===== config.mk =====
export PLATFORM = sky130hd
export DESIGN_NAME = hash_sample_sched
export DESIGN_NICKNAME = d
export VERILOG_FILES = /design/src/rtl/frodo_hash_pkg.sv /design/src/rtl/hash_sched_perf.sv /design/src/rtl/hash_sample_sched.sv
export SDC_FILE = /design/constraint.sdc
export NUM_CORES = 1
export LEC_CHECK = 0
export ABC_CLOCK_PERIOD_IN_PS = 2640
export CAP_MARGIN = 25
export CORE_MARGIN = 8
export CORE_UTILIZATION = 59
export DETAILED_ROUTE_END_ITERATION = 10
export PLACE_DENSITY = 0.84
export SYNTH_ARGS = -nofsm -noshare
export SYNTH_HDL_FRONTEND = slang
export SYNTH_SLANG_ARGS = --single-unit

===== constraint.sdc =====
create_clock -name clk -period 2.64 [get_ports clk]
set_clock_uncertainty 0.05 [all_clocks]
set_input_delay 0.528 -clock clk [delete_from_list [all_inputs] [get_ports clk]]
set_output_delay 0.528 -clock clk [all_outputs]
set_load 0.01 [all_outputs]

===== src/rtl/frodo_hash_pkg.sv =====
// Shared definitions for the Frodo hash-path sampling scheduler:
// job codes, per-level matrix dimension, job length and FSM encoding.
package frodo_hash_pkg;

    localparam logic [2:0] JOB_S  = 3'b000;  // S / S' / E'
    localparam logic [2:0] JOB_E  = 3'b001;
    localparam logic [2:0] JOB_B  = 3'b100;
    localparam logic [2:0] JOB_BP = 3'b101;

    localparam logic [15:0] N_LVL1 = 16'd1344;
    localparam logic [15:0] N_LVL2 = 16'd976;
    localparam logic [15:0] N_LVL3 = 16'd640;

    typedef enum logic [1:0] {
        ST_IDLE  = 2'd0,
        ST_CLEAR = 2'd1,
        ST_RUN   = 2'd2,
        ST_DONE  = 2'd3
    } sched_state_t;

    function automatic logic [15:0] level_n(input logic [1:0] level);
        logic [15:0] n;
        n = 16'd0;
        case (level)
            2'b01:   n = N_LVL1;
            2'b10:   n = N_LVL2;
            2'b11:   n = N_LVL3;
            default: n = 16'd0;
        endcase
        return n;
    endfunction

    function automatic logic [15:0] job_len(input logic [2:0] job, input logic [1:0] level);
        logic [15:0] len;
        len = 16'd0;
        case (job)
            JOB_S, JOB_BP: len = level_n(level) << 3;
            JOB_E:         len = 16'd64;
            JOB_B:         len = level_n(level) << 1;
            default:       len = 16'd0;
        endcase
        return len;
    endfunction

    function automatic logic cmd_legal(input logic [2:0] job, input logic [1:0] level);
        logic job_ok;
        job_ok = (job == JOB_S) || (job == JOB_E) || (job == JOB_B) || (job == JOB_BP);
        return job_ok && (level != 2'b00);
    endfunction

endpackage


===== src/rtl/hash_sched_perf.sv =====
// Saturating counter of RUN cycles in which no hash word was consumed.
// Only instantiated when HASH_SCHED_PERF_EN is defined.
module hash_sched_perf (
    input  logic        clk,
    input  logic        rstn,
    input  logic        clr,
    input  logic        inc,
    output logic [15:0] cnt
);

    always_ff @(posedge clk or negedge rstn) begin
        if (!rstn) begin
            cnt <= 16'd0;
        end else if (clr) begin
            cnt <= 16'd0;
        end else if (inc && (cnt != 16'hFFFF)) begin
            cnt <= cnt + 16'd1;
        end
    end

endmodule


===== src/rtl/hash_sample_sched.sv =====
// Job scheduler pacing the SHAKE-output AGU and matrix RAM writes.
// Optional HASH_SCHED_PERF_EN adds the stall_cnt performance output.
module hash_sample_sched
    import frodo_hash_pkg::*;
#(
    parameter int CNT_W = 14
) (
    input  logic       clk,
    input  logic       rstn,
    input  logic       cmd_valid,
    output logic       cmd_ready,
    input  logic [2:0] cmd_job,
    input  logic [1:0] cmd_level,
    input  logic       cmd_abort,
    input  logic       hash_valid,
    output logic       hash_ready,
    input  logic       mem_stall,
    output logic [2:0] agu_mode,
    output logic [1:0] agu_level,
    output logic       agu_addr_clr,
    output logic       agu_add_en,
    output logic       mem_we,
    output logic       busy,
    output logic       done,
    output logic       err
`ifdef HASH_SCHED_PERF_EN
    ,
    output logic [15:0] stall_cnt
`endif
);

    // Handshakes: a command transfers when cmd_valid & cmd_ready, a hash word
    // when hash_valid & hash_ready; each hash transfer is one AGU step and one write.
    sched_state_t     state;
    logic [CNT_W-1:0] beat_cnt;
    logic [CNT_W-1:0] len_q;
    logic [2:0]       mode_q;
    logic [1:0]       level_q;
    logic             abort_clr;
    logic             err_q;
    logic             beat;
    logic             last_beat;

    assign hash_ready   = (state == ST_RUN) && !mem_stall;
    assign beat         = hash_valid && hash_ready;
    assign last_beat    = beat && ((beat_cnt + CNT_W'(1)) == len_q);
    assign agu_add_en   = beat;
    assign mem_we       = beat;
    assign cmd_ready    = (state == ST_IDLE);
    assign busy         = (state != ST_IDLE);
    assign done         = (state == ST_DONE);
    assign agu_addr_clr = (state == ST_CLEAR) || abort_clr;
    assign err          = err_q;
    assign agu_mode     = mode_q;
    assign agu_level    = level_q;

    always_ff @(posedge clk or negedge rstn) begin
        if (!rstn) begin
            state     <= ST_IDLE;
            beat_cnt  <= '0;
            len_q     <= '0;
            mode_q    <= 3'd0;
            level_q   <= 2'd0;
            abort_clr <= 1'b0;
            err_q     <= 1'b0;
        end else begin
            abort_clr <= 1'b0;
            err_q     <= 1'b0;
            unique case (state)
                ST_IDLE: begin
                    if (cmd_valid) begin
                        if (cmd_legal(cmd_job, cmd_level)) begin
                            mode_q  <= cmd_job;
                            level_q <= cmd_level;
                            len_q   <= CNT_W'(job_len(cmd_job, cmd_level));
                            state   <= ST_CLEAR;
                        end else begin
                            err_q <= 1'b1;
                        end
                    end
                end
                ST_CLEAR: begin
                    beat_cnt <= '0;
                    if (cmd_abort) begin
                        abort_clr <= 1'b1;
                        state     <= ST_IDLE;
                    end else begin
                        state <= ST_RUN;
                    end
                end
                ST_RUN: begin
                    // A beat coinciding with abort is still counted and written.
                    if (beat) beat_cnt <= beat_cnt + CNT_W'(1);
                    if (cmd_abort) begin
                        abort_clr <= 1'b1;
                        state     <= ST_IDLE;
                    end else if (last_beat) begin
                        state <= ST_DONE;
                    end
                end
                ST_DONE: begin
                    if (cmd_abort) abort_clr <= 1'b1;
                    state <= ST_IDLE;
                end
                default: state <= ST_IDLE;
            endcase
        end
    end

`ifdef HASH_SCHED_PERF_EN
    hash_sched_perf u_perf (
        .clk  (clk),
        .rstn (rstn),
        .clr  (state == ST_CLEAR),
        .inc  ((state == ST_RUN) && !beat),
        .cnt  (stall_cnt)
    );
`endif

endmodule


==> metrics.cfg <==
[power]
power.share.clock=0.282
p_int_w=0.000756
p_per_area_nw_per_um2=481
p_total_w=0.00105
power_frac_seq=0.527
swShare=0.282
p_switching_w=0.000297
ir_drop_mv=0.323
p_leak_nw=0.955
pwr-share-comb=0.191

[yosys]
synth_top_flop_cell=dfrtp_1
synth_cells=204
avgSynthCellArea_um2=9.20
synth_seq_cells=32
synth_top_area_share=0.427
yosys_warnings=0
synth.net_count=221
synth_edf_count=0
async_reset_ff_frac=1.00
synth_top_area_cell=dfrtp_1
synth_area_um2=1880
yosysSeqAreaShare=0.427
synth.area.top_cells=dfrtp_1 43%, o21ai_1 6.1%, nand2_1 5.0%, ha_1 4.0%, xor2_1 3.7%
synth.distinct_cells=42

[routing]
wire_per_inst_um=14.8
viasPerCell=5.86
drtAntennaViolNets=0
vias=1600
drtIter0Drc=169
routed_wirelength_um=4050
route.detailed.drc=0
first_pass_iters=4

[global_route]
globalRouteMet3Util=0.0496
gr-max-usage-layer=met2
antenna_found_initial=0
grt_use_total=0.169
met2_usage=0.281
grt_overflow=0
grt_first_pass_wirelength_um=6980
grt_max_degree=33
grt_pass1_vias=1591
gr-usage-met1=0.189

[placement]
dpl_cell_area_um2=2130
preCtsSetupSlack_ps=245
place_hpwl_um=3140
globalplace.congestion=0.902
io_buffers=23

[timing]
layout_min_cycle_time_ps=2350
maxSlewHeadroom=0.458
slew_viol_final=0
setup_slack_ps=286
rsz0062_at_grt=no
fin_setup_tns_ps=0
min_period_over_period=0.892
setup_viol=0
hold_viol=0
fmax_ghz=0.425
tightest_slew_ps=812

[floorplan]
num_rows=20
die_y_um=72.4
start_util=0.615
die_area_um2=5240
top_level_ports=24
core_um2=3050
die_w_um=72.4

[critical_path]
slowest_stage=clkdlybuf4s50_1
cpPeakStageDelay_ps=530
criticalPathCategory=input port to output pin
cpLargestDelayFamily=buffers and inverters
cp_max_fo=3
worstPathArrival_ps=1780
crit_chain=clkdlybuf4s50_1 > nor2_1 > nand2_1 > inv_2 > clkdlybuf4s50_1
cp-end-kind=output pin
cp.buffers_inverters=3
path_common_cell=clkdlybuf4s50_1
worstSetupStartpointType=input port
cp.required_ps=2060

[run]
maxCapViolCount=0

[final_layout]
area_delta_synth_final_pct=16.7
design_area_um2=2190
nFillCells=235
multi_input_area_um2=977
most-common-layout-cells=32 x dfrtp_1, 25 x nand2_1, 23 x o21ai_1, 23 x clkdlybuf4s50_1, 15 x nor2_1
antenna_cells=0
regArea_um2=801
drive_gt1_frac=0.0917
final_common_cell=dfrtp_1
finalNetCount=245

[clock_network]
tritoncts=built
postCtsHoldBufs=0
cts.reportedPaths.clkPinSlew_ps=100
clkLatencyLatePin_ps=340
post_cts_buffers=0
clockBufferDepth=2
cts_buffers=5
htree_levels=2
cts_sinks=32
cts.repair.resized=0
cts_root_buf=clkbuf_4

[outcome]
status=finished, final reports clean

[hold_path]
hold_path.class=flip-flop to flip-flop

==> path summary, 6_finish.rpt <==
| check | from | end | slack, ps | cells after the start |
|---|---|---|---|---|
| worst max-delay path | mem_stall | mem_we | 290 | 5 |
| worst min-delay path | agu_level[1] | agu_level[1] | 450 | 2 |
| worst max register to register | beat_cnt[0] | state[0] | 620 | 7 |
| worst min register to register | agu_level[1] | agu_level[1] | 450 | 2 |
| max in group asynchronous | rstn | beat_cnt[12] | 1710 | 2 |
| min in group asynchronous | rstn | beat_cnt[7] | 530 | 2 |
==> sequential cells by signal, summed over array words and instances, names as in the netlist <==
register and flops:
err 1, abort_clr 1, len_q 9, beat_cnt 14
agu_level 2, agu_mode 3, state 2
==> logic make-up after synthesis <==
family                     after synthesis  synth area share
and+or+nand+nor                         75             0.209
AOI/OAI and AO/OA                       54             0.179
DFF                                     32             0.427
buffers and inverters                   18            0.0527
xor gates and xnor gates                14            0.0653
adders and majority gates                6            0.0400
muxes                                    5            0.0273
==> per-layer routing <==
metal | wire, um | vias up | share of wire
met5 | 0 | - | 0
met4 | 44 | 0 | 0.011
met3 | 196 | 6 | 0.048
met2 | 2080 | 60 | 0.51
met1 | 1730 | 764 | 0.43
li1 | - | 770 | -
==> area by class of cell <==
cell class | count | share of cell area
Inverter | 7 | 0.0120
Timing Repair Buffer | 28 | 0.122
Clock inverter | 1 | 0.00343
Multi-Input combinational cell | 154 | 0.446
Tap cell | 44 | 0.0251
Clock buffer | 7 | 0.0251
Sequential cell | 32 | 0.366
==> Yosys cell counts, drive strengths merged, types with 2 or more instances <==
| cell type | instances |
|---|---|
| a21oi | 3 |
| a22oi | 2 |
| a31oi | 3 |
| and2 | 8 |
| and3 | 2 |
| and4 | 2 |
| buf | 8 |
| clkbuf | 3 |
| dfrtp | 32 |
| ha | 6 |
| inv | 7 |
| mux2i | 4 |
| nand2 | 25 |
| nand2b | 4 |
| nand3 | 6 |
| nand4 | 5 |
| nor2 | 15 |
| nor2b | 2 |
| nor3b | 2 |
| o21ai | 31 |
| o31ai | 7 |
| o32ai | 2 |
| o41ai | 3 |
| xnor2 | 6 |
| xor2 | 8 |
==> power by group through the flow <==
stage / Combinational, W / Clock [W] / Sequential [W]
after floorplan: 0.000100 / 0 / 0.000565
after global routing: 0.000224 / 0.000322 / 0.000559
after global placement: 0.000195 / 0 / 0.000561
after CTS: 0.000204 / 0.000303 / 0.000555
after detailed placement: 0.000203 / 0 / 0.000564
final: 0.000201 / 0.000297 / 0.000555
==> worst min-delay path: cells and delay by family, from the launching register on <==
| kind | cells | cell delay [ps] |
|---|---|---|
| simple gates | 1 | 50 |
| flops | 1 | 350 |
| compound gates | 1 | 60 |
==> metrics by stage <==
stage | std cells | utilization | hold WS [ps]
after global placement | 265 | 0.697 | 419
after floorplan | 204 | - | 182
final | 273 | 0.717 | 447
after global routing | 273 | 0.717 | 474
after CTS | 273 | 0.717 | 450
after detailed placement | 265 | 0.697 | 420
Note: power is estimated with default switching activity, not from simulation.
